## src/rtl/debug_pkg.sv

```systemverilog
// Shared command codes, halt marker and FSM state type for the debug command unit.
package debug_pkg;

   localparam logic [7:0]  CMD_START     = 8'h01;
   localparam logic [7:0]  CMD_CONTINUE  = 8'h02;
   localparam logic [7:0]  CMD_STEP_MODE = 8'h03;
   localparam logic [7:0]  CMD_REPROGRAM = 8'h05;
   localparam logic [7:0]  CMD_STEP      = 8'h06;

   localparam logic [31:0] HALT_MARKER   = 32'hFFFF_FFFF;

   typedef enum logic [2:0] {
      ST_IDLE,
      ST_PROGRAM,
      ST_PROG_WRITE,
      ST_RUN,
      ST_STEP_WAIT,
      ST_STEP,
      ST_SEND
   } dbg_state_t;

endpackage

```

## src/rtl/debug_tx_serializer.sv

```systemverilog
// Sends two LEN-bit words MSB first as NBITS-wide bytes, one tx_start per byte,
// advancing only on tx_done_tick.
module debug_tx_serializer #(
   parameter int LEN   = 32,
   parameter int NBITS = 8
) (
   input  logic             clk,
   input  logic             rst,
   input  logic             load,
   input  logic [LEN-1:0]   word_hi,
   input  logic [LEN-1:0]   word_lo,
   input  logic             tx_done_tick,
   output logic [NBITS-1:0] tx_data,
   output logic             tx_start,
   output logic             done
);

   localparam int NBYTES = (2 * LEN) / NBITS;
   localparam int CW     = $clog2(NBYTES + 1);

   logic [2*LEN-1:0] shreg;
   logic [CW-1:0]    remaining;
   logic             pending;

   assign tx_data  = shreg[2*LEN-1 -: NBITS];
   assign tx_start = (remaining != '0) && !pending;
   assign done     = pending && tx_done_tick && (remaining == CW'(1));

   always_ff @(posedge clk or posedge rst) begin
      if (rst) begin
         shreg     <= '0;
         remaining <= '0;
         pending   <= 1'b0;
      end else if (load) begin
         shreg     <= {word_hi, word_lo};
         remaining <= CW'(NBYTES);
         pending   <= 1'b0;
      end else if (tx_start) begin
         pending   <= 1'b1;
      end else if (pending && tx_done_tick) begin
         pending   <= 1'b0;
         remaining <= remaining - CW'(1);
         shreg     <= shreg << NBITS;
      end
   end

endmodule

```

## src/rtl/debug_command_unit.sv

```systemverilog
// UART-driven debug controller: programs instruction memory, runs or single-steps
// the processor, and reports pc and cycle count back over the UART.
module debug_command_unit
   import debug_pkg::*;
#(
   parameter int LEN        = 32,
   parameter int NBITS      = 8,
   parameter int ADDR_WIDTH = 10
) (
   input  logic                  CLK_100MHZ,
   input  logic                  reset,
   input  logic [NBITS-1:0]      rx_data,
   input  logic                  rx_done_tick,
   input  logic                  tx_done_tick,
   input  logic                  halt,
   input  logic [LEN-1:0]        pc,
   output logic [NBITS-1:0]      tx_data,
   output logic                  tx_start,
   output logic                  mem_wr_en,
   output logic [ADDR_WIDTH-1:0] mem_addr,
   output logic [LEN-1:0]        mem_wr_data,
   output logic                  cpu_enable,
   output logic                  cpu_reset
);

   localparam int WBYTES = LEN / NBITS;
   localparam int BW     = (WBYTES > 1) ? $clog2(WBYTES) : 1;

   dbg_state_t     state, state_next;
   logic [LEN-1:0] cycle_cnt;
   logic [BW-1:0]  byte_idx;
   logic           from_step;
   logic           start_pulse;
   logic           ser_load;
   logic           ser_done;
   logic           cmd_start, cmd_cont, cmd_step_mode, cmd_reprog, cmd_step;

   assign cmd_start     = rx_done_tick && (rx_data == NBITS'(CMD_START));
   assign cmd_cont      = rx_done_tick && (rx_data == NBITS'(CMD_CONTINUE));
   assign cmd_step_mode = rx_done_tick && (rx_data == NBITS'(CMD_STEP_MODE));
   assign cmd_reprog    = rx_done_tick && (rx_data == NBITS'(CMD_REPROGRAM));
   assign cmd_step      = rx_done_tick && (rx_data == NBITS'(CMD_STEP));

   assign cpu_reset = start_pulse || (state == ST_PROGRAM) || (state == ST_PROG_WRITE);

   always_ff @(posedge CLK_100MHZ or posedge reset) begin
      if (reset) state <= ST_IDLE;
      else       state <= state_next;
   end

   always_comb begin
      state_next = state;
      mem_wr_en  = 1'b0;
      cpu_enable = 1'b0;
      ser_load   = 1'b0;
      case (state)
         ST_IDLE: begin
            if (cmd_cont)           state_next = ST_RUN;
            else if (cmd_step_mode) state_next = ST_STEP_WAIT;
            else if (cmd_reprog)    state_next = ST_PROGRAM;
         end
         ST_PROGRAM: begin
            if (rx_done_tick && (byte_idx == BW'(WBYTES - 1))) state_next = ST_PROG_WRITE;
         end
         ST_PROG_WRITE: begin
            mem_wr_en = 1'b1;
            if ((mem_wr_data == LEN'(HALT_MARKER)) || (mem_addr == '1)) state_next = ST_IDLE;
            else                                                         state_next = ST_PROGRAM;
         end
         ST_RUN: begin
            // halt gates the enable combinationally so the halting cycle is not counted
            if (halt) begin
               ser_load   = 1'b1;
               state_next = ST_SEND;
            end else begin
               cpu_enable = 1'b1;
            end
         end
         ST_STEP_WAIT: begin
            if (cmd_step) state_next = ST_STEP;
         end
         ST_STEP: begin
            cpu_enable = 1'b1;
            ser_load   = 1'b1;
            state_next = ST_SEND;
         end
         ST_SEND: begin
            if (ser_done) state_next = (from_step && !halt) ? ST_STEP_WAIT : ST_IDLE;
         end
         default: state_next = ST_IDLE;
      endcase
   end

   always_ff @(posedge CLK_100MHZ or posedge reset) begin
      if (reset) begin
         cycle_cnt   <= '0;
         mem_addr    <= '0;
         mem_wr_data <= '0;
         byte_idx    <= '0;
         from_step   <= 1'b0;
         start_pulse <= 1'b0;
      end else begin
         start_pulse <= (state == ST_IDLE) && cmd_start;
         if ((state == ST_IDLE) && cmd_start) cycle_cnt <= '0;
         else if (cpu_enable)                 cycle_cnt <= cycle_cnt + LEN'(1);
         case (state)
            ST_IDLE: begin
               if (cmd_reprog) begin
                  mem_addr    <= '0;
                  mem_wr_data <= '0;
                  byte_idx    <= '0;
               end
            end
            ST_PROGRAM: begin
               if (rx_done_tick) begin
                  mem_wr_data <= {mem_wr_data[LEN-NBITS-1:0], rx_data};
                  byte_idx    <= byte_idx + BW'(1);
               end
            end
            ST_PROG_WRITE: begin
               mem_addr <= mem_addr + ADDR_WIDTH'(1);
               byte_idx <= '0;
            end
            ST_RUN:  from_step <= 1'b0;
            ST_STEP: from_step <= 1'b1;
            default: ;
         endcase
      end
   end

   // The serializer is loaded on the transition into SEND, so the count word
   // must already include the increment of a STEP cycle.
   debug_tx_serializer #(
      .LEN   (LEN),
      .NBITS (NBITS)
   ) u_tx_serializer (
      .clk          (CLK_100MHZ),
      .rst          (reset),
      .load         (ser_load),
      .word_hi      (pc),
      .word_lo      (cycle_cnt + LEN'(cpu_enable)),
      .tx_done_tick (tx_done_tick),
      .tx_data      (tx_data),
      .tx_start     (tx_start),
      .done         (ser_done)
   );

endmodule

```

## config.mk

```make
export PLATFORM = sky130hd
export DESIGN_NAME = debug_command_unit
export DESIGN_NICKNAME = d
export VERILOG_FILES = /design/src/rtl/debug_pkg.sv /design/src/rtl/debug_tx_serializer.sv /design/src/rtl/debug_command_unit.sv
export SDC_FILE = /design/constraint.sdc
export NUM_CORES = 1
export LEC_CHECK = 0
export CAP_MARGIN = 10
export CORE_MARGIN = 1.5
export CORE_UTILIZATION = 45
export DETAILED_ROUTE_END_ITERATION = 8
export GPL_TIMING_DRIVEN = 0
export HOLD_SLACK_MARGIN = 0.03
export PLACE_DENSITY_LB_ADDON = 0.12
export SLEW_MARGIN = 20
export SYNTH_ARGS = -nofsm -noshare
export SYNTH_HDL_FRONTEND = slang
export SYNTH_HIERARCHICAL = 1
export SYNTH_SLANG_ARGS = --single-unit
```

## constraint.sdc

```tcl
create_clock -name CLK_100MHZ -period 3.81 [get_ports CLK_100MHZ]
set_input_delay 0.762 -clock CLK_100MHZ [delete_from_list [all_inputs] [get_ports CLK_100MHZ]]
set_output_delay 0.762 -clock CLK_100MHZ [all_outputs]
set_load 0.02 [all_outputs]
```

Word level (Yosys, flattened, before mapping)
Cells that the tools add are included.
- output and inout port bits: 54
- logic and storage cells: 103
- latch bits: 0
- RAM bits: 0
- memories: 0
- bits in registers: 150
- input port bits: 45
- ROM bits: 0
- eq/ne operators: 23
- $lt $le $gt $ge: 0
- muxes and demuxes: 35
- divide/modulo/power cells: 0
- bitwise logic cells: 0
- $mul: 0
- reductions and logical operators: 30
- $add $sub $neg: 5
- shift operators: 0
- operators with widths (kind ; count):
    two-way mux 64 bit ; 3
    two-way mux 32 bit ; 4
    one-hot mux 32 bit (2 select lines) ; 1
    adder 32 x 1 -> 32 bit ; 1
    adder 32 x 1 -> 32 bit, second input constant ; 1
    == test 32 bit, second input constant ; 1
    two-way mux 3 bit ; 8
    one-hot mux 3 bit (7 select lines) ; 1
    one-hot mux 10 bit (2 select lines) ; 1
    == test 8 x 2 -> 1 bit, second input constant ; 2
    == test 8 x 3 -> 1 bit, second input constant ; 2
    two-way mux 4 bit ; 3
    logical AND 1 bit ; 11
    adder 10 x 1 -> 10 bit, second input constant ; 1
    == test 10 bit, second input constant ; 1
    two-way mux 10 bit ; 1
    inequality test 2 bit, second input constant ; 5
    nonzero test 2 bit ; 5
    == test 3 bit, second input constant ; 3
    == test 8 x 1 -> 1 bit, second input constant ; 1
    two-way mux 1 bit ; 7
    == test 3 x 2 -> 1 bit, second input constant ; 2
    one-hot mux 1 bit (2 select lines) ; 3
    one-hot mux 2 bit (3 select lines) ; 1
    16 further kinds ; 24

Longest topological paths before layout
- word-level depth: 6
- mapped depth: 12
- mapped depth without buffers: 10

By module
Netlist, hierarchy kept.
- by module, submodules not included (module ; area each (µm²) ; sequential area each (µm²) ; instances ; cells each):
    debug_command_unit ; 4474.3 ; 2026.9 ; 1 ; 480
    debug_tx_serializer ; 3223.1 ; 1726.7 ; 1 ; 314

Worst setup path before layout
Ideal clock, no wire load.
- path type: input to register
- start: input halt
- end: register u_tx_serializer.shreg[22]
- required time: 3677 ps
- arrival time: 3411 ps
- setup time: 133 ps
- stages on the path: 11
- path slack: 266 ps
- cell sequence: or3b_1 > buf_2 > a21oi_1 > ha_1 > ha_1 > nand3_1 > nor3_1 > nand3_1 > xnor2_1 > nand2_1 > o21ai_0
- cells in the longest elaborated chain, start to end: 4
- RTL lines (what ; line ; RTL):
    start, declared ; debug_command_unit.sv:15 ; input logic halt,
    two-way mux 1 bit ; debug_command_unit.sv:72 ; if (halt) begin
    one-hot mux 1 bit (2 select lines) ; debug_command_unit.sv:56 ; case (state)
    net cpu_enable ; debug_command_unit.sv:22 ; output logic cpu_enable,
    adder 32 x 1 -> 32 bit ; debug_command_unit.sv:141 ; .word_lo (cycle_cnt + LEN'(cpu_enable)),
    two-way mux 64 bit ; debug_tx_serializer.sv:34 ; end else if (load) begin
    end signal, assigned ; debug_tx_serializer.sv:35 ; shreg <= {word_hi, word_lo};
    end signal, assigned ; debug_tx_serializer.sv:43 ; shreg <= shreg << NBITS;
    end, declared ; debug_tx_serializer.sv:21 ; logic [2*LEN-1:0] shreg;
The timed path passes the listed nets, and every way through them passes these cells.
A chain may end at the register's enable or synchronous reset.

Final worst setup path
- start: input halt
- end: output cpu_enable
- cells in the longest elaborated chain, start to end: 2
- RTL lines (what ; line):
    two-way mux 1 bit ; debug_command_unit.sv:72
    one-hot mux 1 bit (2 select lines) ; debug_command_unit.sv:56
    end, declared ; debug_command_unit.sv:22
No other way between the ends.

==> impl_summary.md <==
Synthesis
For this run, the register share of the synthesized area comes to 0.4876. The most area-hungry cell type in the Yosys netlist is sky130_fd_sc_hd__dfrtp_1. The async set-reset flop share out of synthesis is 1.000.

For this run, the leading register cell type out of synthesis is sky130_fd_sc_hd__dfrtp_1. The number of nets handed over by synthesis was 848. The share of the synthesized area in the top cell type is 0.4876. The post-synthesis sequential element count is 150.

The mean instance size in the synthesized netlist is 9.694 um2. The post-synthesis instance area is 7697 um2. Counting distinct cell types in the post-synthesis netlist gives 55. The count of yosys warnings during synthesis is 6.

Yosys attributes the largest share of cell area to sky130_fd_sc_hd__dfrtp_1 (49%), sky130_fd_sc_hd__mux2i_1 (7.7%), sky130_fd_sc_hd__nand2_1 (5.4%), sky130_fd_sc_hd__o21ai_0 (5.0%), sky130_fd_sc_hd__a22o_1 (3.6%). The count of flip-flops with a built-in enable after synthesis is 0. Synthesis handed over a netlist of 794 instances.

Cells and area
The final-layout fill cell count is 1434. The fraction of layout cells with a size suffix above 1 is 0.07991. At the end of the flow the core is filled with cells to 0.5809.

At the end of the flow, the number of nets in the layout was 967. Relative to the synthesized area, the layout overhead comes to 25.59%. The library cells used most frequently in the layout, excluding fill and tap cells, are sky130_fd_sc_hd__dfrtp_1 (150), sky130_fd_sc_hd__nand2_1 (111), sky130_fd_sc_hd__clkdlybuf4s50_1 (98). The finished cells cover 9667 um2. Leaving out fill and tap cells, the most frequent cell in the layout is sky130_fd_sc_hd__dfrtp_1. The total inserted antenna cells is 0.

Clock tree
Clock-pin slew was measured on the worst setup and hold paths at 0.07 ns. CTS placed an instance of sky130_fd_sc_hd__clkbuf_16 at the clock tree root. The insertion delay to the later sink of the worst-skew pair is 0.42 ns.

No sink is reached through more buffers than the 2 on the longest clock path. The post-cts sizing count is 2. The TritonCTS clock tree is yes. Buffers added to address setup during post-CTS repair amount to 0.

The deepest level of the CTS H-tree is 4. The number of buffers inserted during clock tree synthesis is 17. Buffers inserted to repair hold after CTS numbered 0. The TritonCTS sink count is 150.

Placed design
The number of I/O port buffers is 98. At the end of routability-driven placement, the weighted congestion stood at 0.9098. The wire-length estimate of the detail-placed layout is 13760 um. After detailed placement, the total cell area comes to 9011 um2.

Die
For this configuration, the core starts out at a cell density of 0.4625. In this run the vertical extent of the chip is 133.8 um. The number of cell rows is 47. The floorplan step set the die width to 133.8 um. The floorplan step defined a die boundary enclosing 17900 um2. In this run the count of I/O pins placed on the die edge is 99. The area inside the core boundary is 16640 um2.

Routing
The via count is 6269. The post-detailed-route via-to-cell ratio is 5.470. The final layout contains routed wiring with a total length of 18980 um. The post-detailed-route count of antenna-violating nets is 0. In the routed design, unresolved DRC markers number 0. The wire length per cell is 16.57 um.

The first routing iteration left 313 violations. The pre-antenna-repair detailed-routing pass consisted of 5 iterations.

Timing
The final count of hold timing violations is 0. For the pin with the worst max-slew slack, the measured transition is 0.9792 ns. The maximum clock frequency is 0.2757 GHz.

The final-layout worst hold slack is 0.5155 ns. The number of pins exceeding their max-slew limit in the final report is 0. The post-route clock skew is 0.01112 ns. The minimum clock period is 3.627 ns.

The number of failing setup endpoints in the final timing report is 0. In this run the tightest slew margin relative to its limit is 0.3418. The part of the cycle the worst path needs is 0.9521.

Worst setup path
The type of element launching the critical path is an input port. Data arrives at the worst endpoint at 2.87 ns. In this run the critical register-to-register path is captured at u_tx_serializer/shreg[28]. The setup slack of the most critical reg-to-reg path is 0.59 ns. The worst endpoint required time is 3.05 ns. The launch instance of the worst register-to-register path is state[2]. Along the worst path, the maximum fanout reaches 6. The number of cells on the worst reg-to-reg path is 11. STA classifies the critical path endpoint as an output port. The worst setup path is of the in -> out kind.

Global route
Entering global routing, the biggest net connects 45 pins. Summed over all layers, the global routing overflow is 0. In the global route stage, overall resource usage came out at 0.2181. The number of global-route vias before repair came to 6230. The first global-routing pass estimated 31200 um of wire. The initial antenna violation count is 0.

Hold path
The path class of the lowest-slack min-delay path is reg -> reg. The sink of the worst hold path is byte_idx[1]. Along the worst hold path, the cell count comes to 1.

The hold path startpoint is byte_idx[1].

Power and ir drop
The clock network fraction of design power is 0.255. Of the total power, the share spent switching nets is 0.3709. The share of total power dissipated in combinational logic is 0.373.

Cell internal power was estimated by the tool at 0.004500 W. For this design the ratio of total power to cell area is 740.0 nW/um2. The power spent charging and discharging nets is 0.002653 W.

The total leakage power is 4.104 nW. The sequential fraction of design power is 0.372. Across the VDD grid, the largest voltage drop is 0.4009 mV.

Status
The run finished with clean final reports.

Job
The max-capacitance violation count is 0.
-- synth_stat cells, types with 2 or more instances --
cell type / number
sky130_fd_sc_hd__or2_2: 2
sky130_fd_sc_hd__inv_1: 13
sky130_fd_sc_hd__nand2b_1: 7
sky130_fd_sc_hd__buf_4: 13
sky130_fd_sc_hd__or3b_1: 2
sky130_fd_sc_hd__a211oi_1: 2
sky130_fd_sc_hd__clkinv_1: 2
sky130_fd_sc_hd__nand4_1: 27
sky130_fd_sc_hd__mux2i_1: 59
sky130_fd_sc_hd__and2_1: 2
sky130_fd_sc_hd__nand3b_1: 3
sky130_fd_sc_hd__or3_1: 9
sky130_fd_sc_hd__nor4_1: 10
sky130_fd_sc_hd__nor2_1: 59
sky130_fd_sc_hd__nor3_1: 14
sky130_fd_sc_hd__a22o_1: 32
sky130_fd_sc_hd__nand2_1: 111
sky130_fd_sc_hd__a31oi_1: 3
sky130_fd_sc_hd__buf_6: 2
sky130_fd_sc_hd__ha_1: 9
sky130_fd_sc_hd__o21ai_2: 2
sky130_fd_sc_hd__o21ai_1: 5
sky130_fd_sc_hd__clkbuf_1: 36
sky130_fd_sc_hd__xor2_1: 31
sky130_fd_sc_hd__a2111oi_2: 2
sky130_fd_sc_hd__xnor2_1: 27
sky130_fd_sc_hd__nand3_1: 30
sky130_fd_sc_hd__dfrtp_1: 150
sky130_fd_sc_hd__and4_1: 2
sky130_fd_sc_hd__buf_2: 4
sky130_fd_sc_hd__mux2_2: 4
sky130_fd_sc_hd__and3_1: 3
sky130_fd_sc_hd__a21oi_1: 17
sky130_fd_sc_hd__nor2b_1: 2
sky130_fd_sc_hd__o21a_1: 2
sky130_fd_sc_hd__o21ai_0: 77
-- kinds of logic after synthesis --
family                   share of synthesized area
flip-flops                                  0.4876
XOR/XNOR                                   0.06600
AO/OA/AOI/OAI                               0.1258
multiplexers                               0.08257
adder cells (fa/ha/maj)                    0.01463
buffers and inverters                      0.04356
AND/OR/NAND/NOR                             0.1798
-- worst max-delay path, stage by stage --
cell	delay [ns]
sky130_fd_sc_hd__clkdlybuf4s50_1	0.50
sky130_fd_sc_hd__or3b_1	0.38
sky130_fd_sc_hd__buf_2	0.18
sky130_fd_sc_hd__a21oi_2	0.33
sky130_fd_sc_hd__clkdlybuf4s50_1	0.71
-- flip-flops by register name, summed over array words and instances (netlist names) --
name and cells:
byte_idx 2, cycle_cnt 32, from_step 1, mem_addr 10, mem_wr_data 32, start_pulse 1
state 3, u_tx_serializer/pending 1, u_tx_serializer/remaining 4, u_tx_serializer/shreg 64
-- routing by layer --
metal	share of wire	wire, um	GRT usage
met2	0.47	8997	0.3508
met4	0.015	278	0.07367
met3	0.042	795	0.03326
met5	0	0	0
met1	0.47	8912	0.3029
-- through the flow --
stage               setup TNS [ns]  total power, W  setup WS [ns]  instances
floorplan                        0        0.004292         0.2657        794
global placement            -40.14        0.005260        -0.5692       1112
detailed placement          -5.872        0.005356        -0.5988       1114
CTS                              0        0.007213         0.1902       1146
global route              -0.02682        0.007603       -0.02260       1146
finish                           0        0.007153         0.1826       1146
-- worst max-delay path by stage --
stage / endpoint / slack [ns] / cells past startpoint / from
CTS: cpu_enable / 0.19 / 5 / halt
global route: u_tx_serializer/shreg[22] / -0.02 / 12 / halt
global placement: u_tx_serializer/shreg[22] / -0.57 / 12 / halt
floorplan: u_tx_serializer/shreg[22] / 0.27 / 11 / halt
finish: cpu_enable / 0.18 / 5 / halt
detailed placement: u_tx_serializer/shreg[22] / -0.60 / 12 / halt
-- power by group through the flow --
stage | Combinational [W] | Clock (W) | Sequential, W
after floorplan | 0.00154 | 0 | 0.00275
after global placement | 0.00260 | 0 | 0.00266
after detailed placement | 0.00267 | 0 | 0.00268
after CTS | 0.00269 | 0.00186 | 0.00266
after global routing | 0.00293 | 0.00193 | 0.00274
final | 0.00267 | 0.00182 | 0.00266
-- cell type report --
| class | count | area (um2) | area share |
|---|---|---|---|
| Buffer | 56 | 279.0 | 0.02886 |
| Clock buffer | 17 | 425.4 | 0.04401 |
| Clock inverter | 15 | 215.2 | 0.02226 |
| Inverter | 15 | 61.31 | 0.006342 |
| Multi-Input combinational cell | 573 | 3636 | 0.3761 |
| Sequential cell | 150 | 3754 | 0.3883 |
| Tap cell | 220 | 275.3 | 0.02848 |
| Timing Repair Buffer | 100 | 1021 | 0.1056 |
No activity file was read; power rests on OpenSTA's default activity.
